===== src/rtl/ej32_tib_fill_if.sv =====
// Host-receive, SRAM-write and line-handoff signals of the terminal input buffer filler.
// The echo channel signals exist only when EJ32_TIB_ECHO_EN is defined.
interface ej32_tib_fill_if #(
  parameter int unsigned ASZ = 17
);
  logic           rx_v;
  logic [7:0]     rx_d;
  logic           rx_r;
  logic           mem_req;
  logic           mem_gnt;
  logic           mem_we;
  logic [ASZ-1:0] mem_a;
  logic [7:0]     mem_d;
  logic           line_rdy;
  logic [7:0]     line_len;
  logic           line_ack;
  logic           ovf;
`ifdef EJ32_TIB_ECHO_EN
  logic           echo_v;
  logic [7:0]     echo_d;
  logic           echo_r;

  modport master (
    input  rx_v, rx_d, mem_gnt, line_ack, echo_r,
    output rx_r, mem_req, mem_we, mem_a, mem_d, line_rdy, line_len, ovf, echo_v, echo_d
  );
  modport slave (
    output rx_v, rx_d, mem_gnt, line_ack, echo_r,
    input  rx_r, mem_req, mem_we, mem_a, mem_d, line_rdy, line_len, ovf, echo_v, echo_d
  );
`else
  modport master (
    input  rx_v, rx_d, mem_gnt, line_ack,
    output rx_r, mem_req, mem_we, mem_a, mem_d, line_rdy, line_len, ovf
  );
  modport slave (
    output rx_v, rx_d, mem_gnt, line_ack,
    input  rx_r, mem_req, mem_we, mem_a, mem_d, line_rdy, line_len, ovf
  );
`endif
endinterface


===== src/rtl/ej32_tib_fill.sv =====
// Terminal input buffer filler: queues host bytes and edits them into a line in SRAM.
// Optional byte echo channel is enabled by defining EJ32_TIB_ECHO_EN.
module ej32_tib_fill #(
  parameter int unsigned TIB = 'h1000,
  parameter int unsigned ASZ = 17,
  parameter int unsigned FD  = 4
) (
  input  logic            clk,
  input  logic            rst,
  ej32_tib_fill_if.master bus
);
  localparam int unsigned    PW       = $clog2(FD);
  localparam int unsigned    CW       = PW + 1;
  localparam logic [ASZ-1:0] TIB_A    = ASZ'(TIB);
  localparam logic [CW-1:0]  FULL     = CW'(FD);
  localparam logic [CW-1:0]  ONE      = CW'(1);
  localparam logic [7:0]     CH_CR    = 8'h0D;
  localparam logic [7:0]     CH_LF    = 8'h0A;
  localparam logic [7:0]     CH_BS    = 8'h08;
  localparam logic [7:0]     IDX_LAST = 8'd254;
  localparam logic [7:0]     LEN_MAX  = 8'd255;

  typedef enum logic [1:0] {IDLE, REQ, WR, HOLD} state_e;

  state_e         state_q, state_d;
  logic [7:0]     fifo_q [FD];
  logic [CW-1:0]  wp_q, wp_d, rp_q, rp_d, cnt;
  logic [7:0]     idx_q, idx_d;
  logic [7:0]     len_q, len_d;
  logic           ovf_q, ovf_d;
  logic           rdy_q, rdy_d;
  logic           rxr_q, rxr_d;
  logic           push, pop, empty, more, wr_go;
  logic [7:0]     head;
  logic           req_c, we_c;
  logic [ASZ-1:0] a_c;
  logic [7:0]     d_c;

  // Receive FIFO; pointers carry one extra bit so full and empty are distinct.
  assign cnt   = wp_q - rp_q;
  assign empty = (cnt == '0);
  assign push  = bus.rx_v & rxr_q;
  assign head  = fifo_q[rp_q[PW-1:0]];
  assign more  = (cnt != ONE) | push;
  assign wp_d  = wp_q + CW'(push);
  assign rp_d  = rp_q + CW'(pop);
  assign rxr_d = ((wp_d - rp_d) != FULL);

  always_ff @(posedge clk) begin
    if (push) fifo_q[wp_q[PW-1:0]] <= bus.rx_d;
  end

`ifdef EJ32_TIB_ECHO_EN
  logic       echo_v_q, echo_v_d;
  logic [7:0] echo_d_q, echo_d_d;

  // A popped byte must be taken by the echo sink before the next one can be popped.
  assign wr_go = ~(echo_v_q & ~bus.echo_r);

  always_comb begin
    echo_v_d = echo_v_q & ~bus.echo_r;
    echo_d_d = echo_d_q;
    if (pop) begin
      echo_v_d = 1'b1;
      echo_d_d = head;
    end
  end

  always_ff @(posedge clk or posedge rst) begin
    if (rst) begin
      echo_v_q <= 1'b0;
      echo_d_q <= 8'h00;
    end else begin
      echo_v_q <= echo_v_d;
      echo_d_q <= echo_d_d;
    end
  end

  assign bus.echo_v = echo_v_q;
  assign bus.echo_d = echo_d_q;
`else
  assign wr_go = 1'b1;
`endif

  // Line editor: one FIFO byte per granted WR cycle.
  always_comb begin
    state_d = state_q;
    idx_d   = idx_q;
    len_d   = len_q;
    ovf_d   = ovf_q;
    rdy_d   = rdy_q;
    pop     = 1'b0;
    req_c   = 1'b0;
    we_c    = 1'b0;
    a_c     = '0;
    d_c     = 8'h00;
    unique case (state_q)
      IDLE: begin
        if (!empty && !rdy_q) state_d = REQ;
      end
      REQ: begin
        req_c = 1'b1;
        if (bus.mem_gnt) state_d = WR;
      end
      WR: begin
        req_c = 1'b1;
        if (wr_go) begin
          pop = 1'b1;
          if (head == CH_CR || head == CH_LF) begin
            len_d   = idx_q;
            rdy_d   = 1'b1;
            state_d = HOLD;
          end else if (head == CH_BS) begin
            if (idx_q != 8'd0) idx_d = idx_q - 8'd1;
            state_d = more ? REQ : IDLE;
          end else begin
            we_c  = 1'b1;
            a_c   = TIB_A + ASZ'(idx_q);
            d_c   = head;
            idx_d = idx_q + 8'd1;
            if (idx_q == IDX_LAST) begin
              ovf_d   = 1'b1;
              len_d   = LEN_MAX;
              rdy_d   = 1'b1;
              state_d = HOLD;
            end else begin
              state_d = more ? REQ : IDLE;
            end
          end
        end
      end
      HOLD: begin
        if (bus.line_ack) begin
          idx_d   = 8'd0;
          rdy_d   = 1'b0;
          ovf_d   = 1'b0;
          state_d = IDLE;
        end
      end
      default: state_d = IDLE;
    endcase
  end

  always_ff @(posedge clk or posedge rst) begin
    if (rst) begin
      state_q <= IDLE;
      wp_q    <= '0;
      rp_q    <= '0;
      idx_q   <= 8'd0;
      len_q   <= 8'd0;
      ovf_q   <= 1'b0;
      rdy_q   <= 1'b0;
      rxr_q   <= 1'b1;
    end else begin
      state_q <= state_d;
      wp_q    <= wp_d;
      rp_q    <= rp_d;
      idx_q   <= idx_d;
      len_q   <= len_d;
      ovf_q   <= ovf_d;
      rdy_q   <= rdy_d;
      rxr_q   <= rxr_d;
    end
  end

  // SRAM strobes decode the registered state, so reset removes them at once.
  assign bus.mem_req  = req_c;
  assign bus.mem_we   = we_c;
  assign bus.mem_a    = a_c;
  assign bus.mem_d    = d_c;
  assign bus.rx_r     = rxr_q;
  assign bus.line_rdy = rdy_q;
  assign bus.line_len = len_q;
  assign bus.ovf      = ovf_q;

endmodule

===== src/flat_wrapper.sv =====
// flat-port wrapper written by rule: the top's interface ports become plain ports
module ej32_tib_fill_flat 
#(
  parameter int unsigned TIB = 'h1000,
  parameter int unsigned ASZ = 17,
  parameter int unsigned FD  = 4
)
  (clk, rst, bus_rx_v, bus_rx_d, bus_mem_gnt, bus_line_ack, bus_rx_r, bus_mem_req, bus_mem_we, bus_mem_a, bus_mem_d, bus_line_rdy, bus_line_len, bus_ovf);
  ej32_tib_fill_if #(.ASZ(ASZ)) bus_i ();
  input  logic clk;
  input  logic rst;
  input wire logic [$bits(bus_i.rx_v)-1:0] bus_rx_v;
  input wire logic [$bits(bus_i.rx_d)-1:0] bus_rx_d;
  input wire logic [$bits(bus_i.mem_gnt)-1:0] bus_mem_gnt;
  input wire logic [$bits(bus_i.line_ack)-1:0] bus_line_ack;
  output wire logic [$bits(bus_i.rx_r)-1:0] bus_rx_r;
  output wire logic [$bits(bus_i.mem_req)-1:0] bus_mem_req;
  output wire logic [$bits(bus_i.mem_we)-1:0] bus_mem_we;
  output wire logic [$bits(bus_i.mem_a)-1:0] bus_mem_a;
  output wire logic [$bits(bus_i.mem_d)-1:0] bus_mem_d;
  output wire logic [$bits(bus_i.line_rdy)-1:0] bus_line_rdy;
  output wire logic [$bits(bus_i.line_len)-1:0] bus_line_len;
  output wire logic [$bits(bus_i.ovf)-1:0] bus_ovf;
  assign bus_i.rx_v = bus_rx_v;
  assign bus_i.rx_d = bus_rx_d;
  assign bus_i.mem_gnt = bus_mem_gnt;
  assign bus_i.line_ack = bus_line_ack;
  assign bus_rx_r = bus_i.rx_r;
  assign bus_mem_req = bus_i.mem_req;
  assign bus_mem_we = bus_i.mem_we;
  assign bus_mem_a = bus_i.mem_a;
  assign bus_mem_d = bus_i.mem_d;
  assign bus_line_rdy = bus_i.line_rdy;
  assign bus_line_len = bus_i.line_len;
  assign bus_ovf = bus_i.ovf;
  ej32_tib_fill #(.TIB(TIB), .ASZ(ASZ), .FD(FD)) u_core (.clk(clk), .rst(rst), .bus(bus_i));
endmodule

===== config.mk =====
export PLATFORM = sky130hd
export DESIGN_NAME = ej32_tib_fill_flat
export DESIGN_NICKNAME = d
export VERILOG_FILES = /design/src/rtl/ej32_tib_fill_if.sv /design/src/rtl/ej32_tib_fill.sv /design/src/flat_wrapper.sv
export SDC_FILE = /design/constraint.sdc
export NUM_CORES = 1
export LEC_CHECK = 0
export CAP_MARGIN = 20
export CORE_ASPECT_RATIO = 0.6
export CORE_UTILIZATION = 45
export CTS_BUF_LIST = sky130_fd_sc_hd__clkbuf_16
export DETAILED_ROUTE_END_ITERATION = 8
export GPL_ROUTABILITY_DRIVEN = 0
export HOLD_SLACK_MARGIN = 0.03
export PLACE_DENSITY = 0.73
export SETUP_SLACK_MARGIN = 0.15
export SLEW_MARGIN = 20
export SYNTH_ARGS = -nofsm -noshare
export SYNTH_HDL_FRONTEND = slang
export SYNTH_SLANG_ARGS = --single-unit

===== constraint.sdc =====
create_clock -name clk -period 3.25 [get_ports clk]
set_input_delay 0.65 -clock clk [delete_from_list [all_inputs] [get_ports clk]]
set_output_delay 0.65 -clock clk [all_outputs]
set_load 0.02 [all_outputs]

## Word-level counts from Yosys, hierarchy flattened

Memory sizes are Yosys's and may differ from the RTL's.
Cells that the tools add are included.

- Flip-flop bits (word level): 27
- RAM bits: 32
- Input bits: 13
- Output and inout bits: 38
- Memories kept: 1

Memories:

| memory | depth | width | read ports | clocked after memory_dff | wr ports | line | text |
|---|---|---|---|---|---|---|---|
| u_core.fifo_q | 4 | 8 | 1 | 0 | 1 | ej32_tib_fill.sv:26 | `logic [7:0] fifo_q [FD];` |

- Add/sub/neg operators: 7
- Equality and inequality tests: 19
- Muxes and demuxes: 36
- Bitwise operators: 2
- Reduce and logical (&&, ||, !) cells: 15

Operators by type and width:

| operator | count |
|---|---|
| $mux 8 | 10 |
| $mux 17 | 3 |
| $eq 8x4->1 const B | 3 |
| $pmux 8 s2 | 1 |
| $add 13x8->14 const A | 1 |
| $mux 1 | 13 |
| $mux 2 | 6 |
| $add 8x1->8 const B | 1 |
| $eq 8x8->1 const B | 1 |
| $ne 2x2->1 const B | 4 |
| $pmux 2 s4 | 1 |
| $reduce_and 4->1 | 2 |
| $reduce_bool 8->1 | 1 |
| $sub 8x1->8 const B | 1 |
| $add 3x1->3 | 2 |
| $ne 2x1->1 const B | 3 |
| $ne 3x1->1 const B | 2 |
| $ne 3x3->1 const B | 2 |
| $reduce_and 3->1 | 2 |
| $sub 3x3->3 | 2 |
| $reduce_and 5->1 | 1 |
| $eq 2x2->1 const B | 2 |
| $pmux 1 s2 | 2 |
| $reduce_bool 2->1 | 2 |
| other kinds (10) | 11 |

## Longest topological paths before layout

- Depth after elaboration: 8
- Mapped depth: 14
- Depth with buffers taken out: 13

## Least setup slack after synthesis

Ideal clock, no wire load.

- Kind: register to register
- Start point: reg u_core.rp_q[0]
- End point: reg u_core.idx_q[7]
- Setup time: 95 ps
- Arrival time: 3530 ps
- Required time: 3155 ps
- Setup slack: -376 ps
- Stages on the path, launching flop included: 15
- Path buffers: 1
- Path through: dfrtp_1 > buf_6 > mux4_2 > or2_1 > or3_4 > nor3_4 > inv_1 > ha_1 > inv_1 > a221oi_1 > o31ai_1 > a21oi_1 > o21bai_1 > xor2_1 > o31ai_1

- Longest elaborated chain between the ends: 5
- Elaborated cells on any way between the ends: 11

Ends and longest elaborated chain:

| element | line | text |
|---|---|---|
| start: declaration | ej32_tib_fill.sv:27 | `logic [CW-1:0] wp_q, wp_d, rp_q, rp_d, cnt;` |
| start signal: assignment | ej32_tib_fill.sv:157 | `rp_q <= rp_d;` |
| $mem_v2 4x8 * | -- |  |
| $eq 8x4->1, on equally long branches | ej32_tib_fill.sv:113, ej32_tib_fill.sv:109 |  |
| $mux 8 or $logic_or 1x1->1 (tied branches) | ej32_tib_fill.sv:113, ej32_tib_fill.sv:109 |  |
| $mux 8 or $ne 2x2->1 (tied branches) | -- |  |
| $pmux 8 s2 or $reduce_and 4->1 (tied branches) | -- |  |
| end signal: assignment | ej32_tib_fill.sv:158 | `idx_q <= idx_d;` |
| end: declaration | ej32_tib_fill.sv:28 | `logic [7:0] idx_q, idx_d;` |

Mark *: on every way between the ends. The rest lies on a longest branch, timed or not. The select of a mux whose other input is x is not followed.
A chain may end at the register's enable or synchronous reset.

## Final worst setup path

Same ends and word-level chain as after synthesis.

==> reports/qor.yml <==
worstReg2RegEnd: "u_core.idx_q[7]$_DFFE_PP0P_"
clock_path_buffers: 2
drt-pass1-iter-count: 4
netlist_top_cells_count: "32 x edfxtp_1, 26 x dfrtp_1, 25 x ha_1"
setup_viol: 13
die_area_sq_um: 7300
r2r_slack_ps: -200
fin_hold_ws_ps: 504
cts_tree: "built"
final_util_pct: 64.6
cp_max_fo: 8
violations: "negative setup slack"
start_util_pct: 46.7
htree_levels: 3
yosys-top-cells-area: "edfxtp_1 31%, dfrtp_1 21%, ha_1 10%"
synth_edf_count: 32
path_buf_inv: 3
antenna_found_initial: 0
wl_per_cell_um: 18.0
path_cells: "mux4_2, or2_1, or3_4, nor3_4, inv_4, buf_6, ha_4, inv_2, a221oi_4, o31ai_2, a21oi_1, o21bai_1, xor2_1, o31ai_1"
area_growth_pct: 38.3
async_flop_share_pct: 45.8
regArea_sq_um: 1640
start_kind: "flop"
crit_path_top_delay_cell: "mux4_2"
yosys.area.top_type: "edfxtp_1"
drc: 0
max_cap_violations: 0
multi_input_area_sq_um: 1470
ir_drop_mv: 0.473
syn_avg_cell_area_sq_um: 13.0
ioPinCount: 51
vias: 2283
p_leak_nw: 1.87
status: "finished with violations"
fin_crit_ps: 3450
crit_family: "simple AND/OR/NAND/NOR gates"
hp-start: "u_core.bus.line_len[2]$_DFFE_PP0P_"
io_buffer_count: 42
path_clk_slew_ps: 50
syn_inst: 241
r2r_start: "u_core.rp_q[0]$_DFF_PP0_"
pwr_density_cell_nw_per_um2: 909
clock_insertion_delay_worst_skew_ps: 330
fmax_mhz: 290
die_x_um: 110
ys.flop_type: "edfxtp_1"
netlist_area_sq_um: 3130
cts_sinks: 59
diodes: 0
dr.first_iter.drc_count: 121
detail-route-antenna-nets: 0
vias_per_cell: 5.41
drive_gt1_share_pct: 35.2
finalHoldViolations: 0
crit_type: "flop to flop"
drv_slew: 0
ys_seq_area_share_pct: 52.3
rsz0062_at_grt: "true"
synth_top_area_share_pct: 30.7
grt_remaining_overflow: 0
yosysWarningCount: 0
grt_max_degree: 28
critPathMaxStageDelay_ps: 530
place_ws_ps: -345
timing.final.crit_share_pct: 106
first_global_vias: 2226
rows: 23
cp-end-kind: "flop"
fin_nets: 370
r2r_cells: 14
worstPathArrival_ps: 3690
synth_cell_type_count: 51
grt_use_total_pct: 22.2
hp-class: "flop to flop"
clock_skew_ps: 7.16
root_buffer: "clkbuf_16"
setup_slack_ps: -203
cts_made_buffers: 9
hpwl_mm: 5.15
grt_first_pass_wirelength_mm: 11.6
core_area_sq_um: 6710
yosys.cell_count.top_type: "edfxtp_1"
whs_path_depth: 1
fp.dieH_um: 66.6
num-fill-cells: 499
synth-seq-cells: 59
whs_endpoint: "u_core.bus.line_len[2]$_DFFE_PP0P_"
required_ps: 3480
finalWirelength_mm: 7.60
## metal layers
metal  global-route usage, %  up-vias  wire [um]
met5                       0        -          0
met4                    8.00        0        153
met3                    5.68       16        599
met2                    32.7       96       3400
met1                    31.6     1118       3450
li1                        -     1053          -
## layout make-up
| cell class | instances | area share (%) |
|---|---|---|
| tap | 87 | 2.51 |
| clock buffer | 9 | 5.20 |
| clock inverter | 7 | 1.39 |
| sequential | 59 | 37.9 |
| timing repair buffer | 88 | 17.4 |
| inverter | 18 | 1.62 |
| multi-input combinational | 154 | 34.0 |
## where the power goes
group / leakage [nW] / switching, mW / internal [mW]
sequential: 0.639 / 0.205 / 0.999
clock: 0.144 / 0.319 / 0.582
combinational: 1.09 / 0.929 / 0.903
total: 1.87 / 1.45 / 2.48
## sequential cells by signal, indices dropped and copies added (netlist names)
| register | flops |
|---|---|
| u_core.bus.line_rdy | 1 |
| u_core.bus.ovf | 1 |
| u_core.idx_q | 8 |
| u_core.fifo_q | 32 |
| u_core.state_q | 2 |
| u_core.rp_q | 3 |
| u_core.bus.line_len | 8 |
| u_core.wp_q | 3 |
| u_core.bus.rx_r | 1 |
## kinds of logic (layout without fill, tap and decap cells)
logic type      after synthesis  after routing  synth area share [%]
compound gates               42             42                  9.64
mux                           9              9                  6.68
fa+ha+maj                    27             27                  11.3
other cells                   1              8                 0.120
simple gates                 57             57                  10.6
buf+inv                      35            122                  6.28
flops                        59             59                  52.3
xor+xnor                     11             11                  3.08
## timing repair
action                                  in CTS  in global routing
gates resized for setup                     85                  7
pin swaps                                   12                  7
hold buffers                                 0                  0
endpoints found under the setup margin      19                 19
setup buffers                                4                  7
## worst max path at each step
stage                                         from                          end  slack [ps]  depth (start not counted)
after floorplan           u_core.rp_q[0]$_DFF_PP0_  u_core.idx_q[7]$_DFFE_PP0P_        -190                         14
after global placement    u_core.rp_q[0]$_DFF_PP0_                 bus_mem_a[4]        -220                          8
after detailed placement  u_core.rp_q[0]$_DFF_PP0_                 bus_mem_a[5]        -340                          8
after CTS                 u_core.rp_q[0]$_DFF_PP0_                 bus_mem_a[5]        -190                          8
after global routing      u_core.rp_q[0]$_DFF_PP0_  u_core.idx_q[7]$_DFFE_PP0P_        -320                         14
final                     u_core.rp_q[0]$_DFF_PP0_  u_core.idx_q[7]$_DFFE_PP0P_        -200                         14
## placed cells by master, fill, tap and decap left out, drive strengths merged, types with 3 or more instances in the layout
cell	instances
o21bai	3
xor2	4
nand2	13
dfrtp	26
mux4	8
nor3	8
inv	19
o31ai	8
clkbuf	9
buf	60
clkdlybuf4s50	28
nor2	6
xnor2	7
and2	6
and3	10
edfxtp	32
ha	25
clkinv	4
conb	8
o22a	8
nor4	3
a21oi	8
o21ai	6
## through the flow
stage | total power [mW] | TNS, ps | std cells | instance area, sq um
2_1_floorplan | 2.22 | -206 | 248 | 3260
3_3_place_gp | 2.82 | -2350 | 395 | 3920
3_5_place_dp | 2.88 | -4200 | 395 | 3920
4_1_cts | 3.86 | -1540 | 415 | 4250
5_1_grt | 4.16 | -3220 | 422 | 4330
6_report | 3.94 | -1620 | 422 | 4330
Note: power is estimated with default switching activity, not from simulation.
